$ cat config.mk
export PLATFORM = sky130hd
export DESIGN_NAME = mux_serial_sequencer_flat
export DESIGN_NICKNAME = d
export VERILOG_FILES = /design/src/rtl/mux_serial_sequencer_pkg.sv /design/src/rtl/mux_serial_sequencer_if.sv /design/src/rtl/mux_serial_sequencer_sel_step_counter.sv /design/src/rtl/mux_serial_sequencer.sv /design/src/flat_wrapper.sv
export SDC_FILE = /design/constraint.sdc
export NUM_CORES = 1
export LEC_CHECK = 0
export ABC_CLOCK_PERIOD_IN_PS = 4500
export BUFFER_PORTS_ARGS = -buffer_cell sky130_fd_sc_hd__buf_2
export CORE_UTILIZATION = 48
export CTS_CLUSTER_SIZE = 16
export DETAILED_ROUTE_END_ITERATION = 10
export PLACE_DENSITY = 0.9
export REMOVE_ABC_BUFFERS = 1
export SETUP_SLACK_MARGIN = 0.02
export SKIP_CTS_REPAIR_TIMING = 1
export SLEW_MARGIN = 20
export SYNTH_ARGS = -nofsm -noshare
export SYNTH_HDL_FRONTEND = slang
export SYNTH_HIERARCHICAL = 1
export SYNTH_SLANG_ARGS = --single-unit
$ cat constraint.sdc
create_clock -name clk -period 4.5 [get_ports clk]
set_input_delay 0.45 -clock clk [delete_from_list [all_inputs] [get_ports clk]]
set_output_delay 0.45 -clock clk [all_outputs]
set_load 0.1 [all_outputs]
$ cat src/rtl/mux_serial_sequencer_pkg.sv
// Shared types and parameter helpers for the mux serial sequencer slice.
package mux_serial_sequencer_pkg;

    typedef enum logic {
        IDLE = 1'b0,
        RUN  = 1'b1
    } seq_state_e;

    localparam int DEFAULT_WIDTH = 16;
    localparam int DEFAULT_SEL_W = $clog2(DEFAULT_WIDTH);

    // Width must be a power of two and the select exactly wide enough to address it.
    function automatic bit params_ok(input int width, input int sel_w);
        return (width >= 2) && ((width & (width - 1)) == 0) && (sel_w == $clog2(width));
    endfunction

endpackage

$ cat src/rtl/mux_serial_sequencer_if.sv
// Load and serial-stream handshake bundle between the sequencer and its neighbours.
interface mux_serial_sequencer_if
    import mux_serial_sequencer_pkg::*;
#(
    parameter int WIDTH = DEFAULT_WIDTH
);

    logic             load_valid;
    logic             load_ready;
    logic [WIDTH-1:0] load_data;
    logic             abort;
    logic             ser_valid;
    logic             ser_data;
    logic             ser_last;
    logic             ser_ready;

    modport master (
        output load_valid, load_data, abort, ser_ready,
        input  load_ready, ser_valid, ser_data, ser_last
    );

    modport slave (
        input  load_valid, load_data, abort, ser_ready,
        output load_ready, ser_valid, ser_data, ser_last
    );

endinterface

$ cat src/rtl/mux_serial_sequencer_sel_step_counter.sv
// Select counter: parks at START, steps toward END on enable, flags the terminal value.
module sel_step_counter
    import mux_serial_sequencer_pkg::*;
#(
    parameter int SEL_W     = DEFAULT_SEL_W,
    parameter bit MSB_FIRST = 1'b0
) (
    input  logic             clk,
    input  logic             rst_n,
    input  logic             load,
    input  logic             en,
    output logic [SEL_W-1:0] count,
    output logic             at_end
);

    localparam logic [SEL_W-1:0] START = MSB_FIRST ? '1 : '0;
    localparam logic [SEL_W-1:0] END   = MSB_FIRST ? '0 : '1;

    assign at_end = (count == END);

    // Stepping is blocked at END so the select can never wrap inside a word.
    always_ff @(posedge clk or negedge rst_n) begin
        if (!rst_n) begin
            count <= START;
        end else if (load) begin
            count <= START;
        end else if (en && !at_end) begin
            count <= MSB_FIRST ? (count - 1'b1) : (count + 1'b1);
        end
    end

endmodule

$ cat src/rtl/mux_serial_sequencer.sv
// Parallel-to-serial front end: holds a word on the mux inputs and walks the select across it.
module mux_serial_sequencer
    import mux_serial_sequencer_pkg::*;
#(
    parameter int WIDTH     = DEFAULT_WIDTH,
    parameter int SEL_W     = DEFAULT_SEL_W,
    parameter bit MSB_FIRST = 1'b0
) (
    input  logic                    clk,
    input  logic                    rst_n,
    mux_serial_sequencer_if.slave   bus,
    output logic [WIDTH-1:0]        mux_in,
    output logic [SEL_W-1:0]        mux_sel,
    input  logic                    mux_out,
    output logic                    busy
);

    generate
        if (!params_ok(WIDTH, SEL_W)) begin : g_bad_params
            $error("mux_serial_sequencer: WIDTH must be a power of two >= 2 and SEL_W = clog2(WIDTH)");
        end
    endgenerate

    seq_state_e state_q;
    seq_state_e state_d;
    logic       capture;
    logic       load_sel;
    logic       step_sel;
    logic       at_end;
    logic       beat;

    assign beat = (state_q == RUN) && bus.ser_ready;

    // Abort wins over a last-beat reload, so readiness is withheld while it is raised in RUN.
    assign bus.load_ready = (state_q == IDLE) ||
                            ((state_q == RUN) && bus.ser_ready && at_end && !bus.abort);
    assign bus.ser_valid  = (state_q == RUN);
    assign bus.ser_last   = (state_q == RUN) && at_end;
    assign bus.ser_data   = mux_out;
    assign busy           = (state_q == RUN);

    always_ff @(posedge clk or negedge rst_n) begin
        if (!rst_n) begin
            state_q <= IDLE;
        end else begin
            state_q <= state_d;
        end
    end

    always_comb begin
        state_d  = state_q;
        capture  = 1'b0;
        load_sel = 1'b0;
        step_sel = 1'b0;
        unique case (state_q)
            IDLE: begin
                if (bus.load_valid) begin
                    capture  = 1'b1;
                    load_sel = 1'b1;
                    state_d  = RUN;
                end
            end
            RUN: begin
                if (bus.abort) begin
                    load_sel = 1'b1;
                    state_d  = IDLE;
                end else if (beat && at_end) begin
                    // A word waiting at the last beat is taken with no bubble.
                    load_sel = 1'b1;
                    if (bus.load_valid) begin
                        capture = 1'b1;
                    end else begin
                        state_d = IDLE;
                    end
                end else if (beat) begin
                    step_sel = 1'b1;
                end
            end
            default: state_d = IDLE;
        endcase
    end

    always_ff @(posedge clk or negedge rst_n) begin
        if (!rst_n) begin
            mux_in <= '0;
        end else if (capture) begin
            mux_in <= bus.load_data;
        end
    end

    sel_step_counter #(
        .SEL_W     (SEL_W),
        .MSB_FIRST (MSB_FIRST)
    ) u_sel_step_counter (
        .clk    (clk),
        .rst_n  (rst_n),
        .load   (load_sel),
        .en     (step_sel),
        .count  (mux_sel),
        .at_end (at_end)
    );

endmodule

$ cat src/flat_wrapper.sv
// flat-port wrapper written by rule: the top's interface ports become plain ports
module mux_serial_sequencer_flat import mux_serial_sequencer_pkg::*;
#(
    parameter int WIDTH     = DEFAULT_WIDTH,
    parameter int SEL_W     = DEFAULT_SEL_W,
    parameter bit MSB_FIRST = 1'b0
)
  (clk, rst_n, mux_in, mux_sel, mux_out, busy, bus_load_valid, bus_load_data, bus_abort, bus_ser_ready, bus_load_ready, bus_ser_valid, bus_ser_data, bus_ser_last);
  mux_serial_sequencer_if #(.WIDTH(WIDTH)) bus_i ();
  input  logic clk;
  input  logic rst_n;
  output logic [WIDTH-1:0] mux_in;
  output logic [SEL_W-1:0] mux_sel;
  input  logic mux_out;
  output logic busy;
  input wire logic [$bits(bus_i.load_valid)-1:0] bus_load_valid;
  input wire logic [$bits(bus_i.load_data)-1:0] bus_load_data;
  input wire logic [$bits(bus_i.abort)-1:0] bus_abort;
  input wire logic [$bits(bus_i.ser_ready)-1:0] bus_ser_ready;
  output wire logic [$bits(bus_i.load_ready)-1:0] bus_load_ready;
  output wire logic [$bits(bus_i.ser_valid)-1:0] bus_ser_valid;
  output wire logic [$bits(bus_i.ser_data)-1:0] bus_ser_data;
  output wire logic [$bits(bus_i.ser_last)-1:0] bus_ser_last;
  assign bus_i.load_valid = bus_load_valid;
  assign bus_i.load_data = bus_load_data;
  assign bus_i.abort = bus_abort;
  assign bus_i.ser_ready = bus_ser_ready;
  assign bus_load_ready = bus_i.load_ready;
  assign bus_ser_valid = bus_i.ser_valid;
  assign bus_ser_data = bus_i.ser_data;
  assign bus_ser_last = bus_i.ser_last;
  mux_serial_sequencer #(.WIDTH(WIDTH), .SEL_W(SEL_W), .MSB_FIRST(MSB_FIRST)) u_core (.clk(clk), .rst_n(rst_n), .bus(bus_i), .mux_in(mux_in), .mux_sel(mux_sel), .mux_out(mux_out), .busy(busy));
endmodule
# [After elaboration in Yosys (flattened, before gate mapping)]
# Index checks and enable logic that the tools add are counted.
[totals] register_bits=21
[classes] add_sub_neg=1 n_eq_ne=1 n_mux=16 n_bitwise=1 n_reduce_logical=9
[ops] cell="$mux 1" n=11
[ops] cell="$mux 4" n=2
[ops] cell="$pmux 1 s2" n=3
[ops] cell="$logic_and 1x1->1" n=5
[ops] cell="$add 4x1->4 const B" n=1
[ops] cell="$eq 4x4->1 const B" n=1
[ops] cell="$logic_not 1->1" n=2
[ops] cell="$reduce_bool 2->1" n=1
[ops] cell="$logic_or 1x1->1" n=1
[ops] cell="$not 1->1" n=1

# [Longest topological paths before layout]
[depth] depth_word=8 ltp_mapped=6 mapped_depth_nobuf=6

# [Hierarchy]
# The synthesis kept the hierarchy.
[modules_own_cells] mod="mux_serial_sequencer" instances=1 cells_per_inst=49 area_each_um2=769.5 seq_area_each_um2=425.4
[modules_own_cells] mod="sel_step_counter" instances=1 cells_per_inst=20 area_each_um2=229.0 seq_area_each_um2=100.1

# [Least setup slack after synthesis]
# OpenSTA, ideal clock, no wires.
[synth_path] path_type="register to output" startpoint="register u_core.u_sel_step_counter.count[0]" endpoint="output bus_load_ready" arrival_time_ns=2.244 setup_slack_ns=1.806 path_stages_with_launch=5 path_cell_list="dfrtp_1 > ha_1 > and3_4 > nand3b_4 > nand2_1"
[synth_via] elab_chain_len=4
[synth_rtl] item="from (decl)" line="mux_serial_sequencer_sel_step_counter.sv:12" rtl="output logic [SEL_W-1:0] count,"
[synth_rtl] item="from (signal assigned)" line="mux_serial_sequencer_sel_step_counter.sv:28" rtl="count <= MSB_FIRST ? (count - 1'b1) : (count + 1'b1);"
[synth_rtl] item="$eq 4x4->1" line="mux_serial_sequencer_sel_step_counter.sv:19" rtl="assign at_end = (count == END);"
[synth_rtl] item="net u_core.at_end" line="mux_serial_sequencer.sv:29" rtl="logic at_end;"
[synth_rtl] item="$logic_and 1x1->1 (2 in a row)" line="mux_serial_sequencer.sv:36" rtl="((state_q == RUN) && bus.ser_ready && at_end && !bus.abort);"
[synth_rtl] item="$logic_or 1x1->1" line="mux_serial_sequencer.sv:35" rtl="assign bus.load_ready = (state_q == IDLE) ||"
[synth_rtl] item="to (decl)" line="flat_wrapper.sv:20" rtl="output wire logic [$bits(bus_i.load_ready)-1:0] bus_load_ready;"
# The timed path passes the listed nets, and every way through them passes these cells.

# [Worst setup path in the final report]
# Same ends and word-level chain as after synthesis.

==> run_results.csv <==
group,metric,value,unit
run,max_cap_viol_count,0,
yosys,synthTopCellsByArea,"dfrtp_1 (53%), mux2_4 (17%), mux2_2 (6.8%)",
sta,skew,0.003748,ns
worst_setup_path,cp_top_family,"simple AND/OR/NAND/NOR gates",
routing,dr.pass1.iters,4,
clock_network,clockBufferDepth,2,
floorplan,start_util,50.89,%
sta,fin_crit,2.228,ns
placed_design,hpwl,1.380,mm
routing,drcViolationCount,0,
layout,fin_cells,140,
worst_setup_path,path_cells,"ha_1, and3_4, nand3b_4, nand2_1, buf_2",
yosys,yosysSeqAreaShare,52.63,%
floorplan,die_y,47.61,um
yosys,synth_flop_cell,"dfrtp_1",
global_route,grt_max_degree,22,
routing,routedWlPerCell,13.04,um
yosys,synth-seq-cells,21,
sta,maxSlewHeadroom,56.06,%
worst_setup_path,required,4.05,ns
yosys,yosys-top-cells-count,"dfrtp_1 (21), mux2_4 (11), a21oi_1 (6), mux2_2 (6), nand2_1 (3)",
worst_setup_path,setup.worst_path.class,"flop to primary output",
floorplan,num_rows,16,
clock_network,cts-buffers-inserted,3,
yosys,synth_edf_count,0,
yosys,synth_top_area_share,52.63,%
routing,via_per_inst,5.000,
yosys,synth_top_cell_by_area,"dfrtp_1",
sta,rsz0062_at_grt,"no",
routing,drt_iter0_drc,1,
floorplan,dieWidth,47.61,um
worst_setup_path,crit_buf_inv,1,
floorplan,coreArea,1962,sq um
layout,area_growth,24.06,%
worst_setup_path,path_depth,5,
sta,slew_viol_final,0,
worst_setup_path,worstSetupStartpoint,"u_core/u_sel_step_counter/count[0]$_DFFE_PN0P_",
worst_setup_path,worstSetupStartpointType,"flop",
worst_setup_path,cp_max_fo,7,
worst_setup_path,rr_worst_depth,5,
clock_network,cts_root_buffer,"clkbuf_4",
sta,tightest_slew,0.6574,ns
power,ir_drop,0.0003763,V
routing,wl,1.825,mm
placed_design,dp.cells,136,
layout,drive_gt1_share,61.95,%
clock_network,clock_sinks,21,
floorplan,die_area,2267,sq um
worst_setup_path,r2r_end,"u_core/mux_in[0]$_DFFE_PN0P_",
worst_setup_path,r2r_slack,2.46,ns
layout,diodes,0,
outcome,status,"finished clean",
yosys,syn_area_per_cell,14.47,sq um
sta,period_share,49.51,%
worst_setup_path,arrival,1.78,ns
yosys,synth_most_common_cell,"dfrtp_1",
global_route,grt_pass1_vias,553,
worst_setup_path,cpPeakStageDelay,0.42,ns
clock_network,clk_latency,0.30,ns
yosys,async_reset_ff_share,100.0,%
power,power_density,640.6,nW/um^2
routing,via_count,700,
sta,setup-tns-final,0,ns
layout,layout.nets,137,
sta,report.final.hold_viol_count,0,
sta,fmaxAchievable,448.8,MHz
sta,report.final.setup_viol,0,
layout,n_fill_cell,152,
worst_setup_path,r2r_start,"u_core/u_sel_step_counter/count[0]$_DFFE_PN0P_",
yosys,ys_types,23,
power,power.leakage,0.0006426,uW
worst_setup_path,crit_slowest_cell,"buf_2",
global_route,overflow,0,
yosys,netlist_area,998.5,sq um
global_route,antenna_found_initial,0,
clock_network,cts_tree,"done",
floorplan,num_io_pins,47,
placed_design,place_congestion,0.7638,
global_route,grt_pass1_wl,2.525,mm
yosys,syn_inst,69,
placed_design,portBuffers,44,
clock_network,htreeDepth,1,
min_path,hp-class,"primary input to asynchronous set/reset pin",
global_route,track_usage,16.51,%
routing,ant_nets,0,
worst_setup_path,crit_end,"bus_load_ready",
worst_setup_path,endpoint_kind,"primary output",
clock_network,path_clk_slew,0.11,ns
yosys,yosys_warnings,6,
## registers in the layout (all words and copies together), names as in the netlist
register and cells:
u_core/bus.ser_valid 1, u_core/mux_in 16, u_core/u_sel_step_counter/count 4
## cell type report
class	instances	area (sq um)	share of cell area, %
clock buffers	4	26.28	2.121
well taps	27	33.78	2.727
multi-input cells	44	432.9	34.95
repair buffers	44	220.2	17.78
flip-flops and latches	21	525.5	42.42
## logic make-up (layout without fill, tap and decap cells)
| family | Yosys count | after routing | synth area share [%] |
|---|---|---|---|
| flip-flops | 21 | 21 | 52.63 |
| multiplexers | 18 | 18 | 24.31 |
| AND/OR/NAND/NOR | 17 | 17 | 12.41 |
| AO/OA/AOI/OAI | 8 | 8 | 5.388 |
| buffers and inverters | 4 | 48 | 4.009 |
| adder cells (fa/ha/maj) | 1 | 1 | 1.253 |
## power by group
part | switching, uW | leakage [uW] | internal [uW] | total [uW]
clock network | 53.4 | 0.0000150 | 34.5 | 87.9
logic | 368 | 0.000374 | 86.6 | 454
registers | 23.5 | 0.000254 | 228 | 252
total | 444 | 0.000643 | 349 | 794
## stage by stage
step	setup WS, ns	total power, uW	instance area, sq um	hold WS (ns)	util, %
3_3_place_gp	2.557	704.4	1212	0.4152	61.80
3_5_place_dp	2.465	710.9	1212	0.4322	61.80
2_1_floorplan	1.280	638.9	958.4	0.1544	-
5_1_grt	2.170	826.3	1239	0.09691	63.14
4_1_cts	2.254	802.0	1239	0.09035	63.14
6_report	2.272	793.6	1239	0.07959	63.14
## worst min path at each step
| stage | endpoint | slack [ns] | cells after the start |
|---|---|---|---|
| finish | u_core/mux_in[11]$_DFFE_PN0P_ | 0.08 | 1 |
| global route | u_core/mux_in[5]$_DFFE_PN0P_ | 0.1 | 1 |
| CTS | u_core/mux_in[9]$_DFFE_PN0P_ | 0.09 | 1 |
| detailed placement | u_core/mux_in[0]$_DFFE_PN0P_ | 0.43 | 1 |
| global placement | u_core/mux_in[3]$_DFFE_PN0P_ | 0.42 | 1 |
| floorplan | u_core/bus.ser_valid$_DFF_PN0_ | 0.15 | 0 |
## cell usage in the layout, fill, tap and decap left out, types with 2 or more instances in the layout
master    instances
nor2_1            2
mux2_4           11
nor3_1            2
nand2_1           3
mux2_2            6
buf_2            44
a21oi_1           6
nand2b_1          2
clkbuf_4          3
dfrtp_1          21
## routing by layer
metal	routed length (um)	global-route usage (%)	vias up
met3	54	1.132	4
met4	38	10.00	0
met5	0	0	-
li1	-	-	330
met2	911	26.58	21
met1	820	21.88	345
Note: power is estimated with default switching activity, not from simulation.
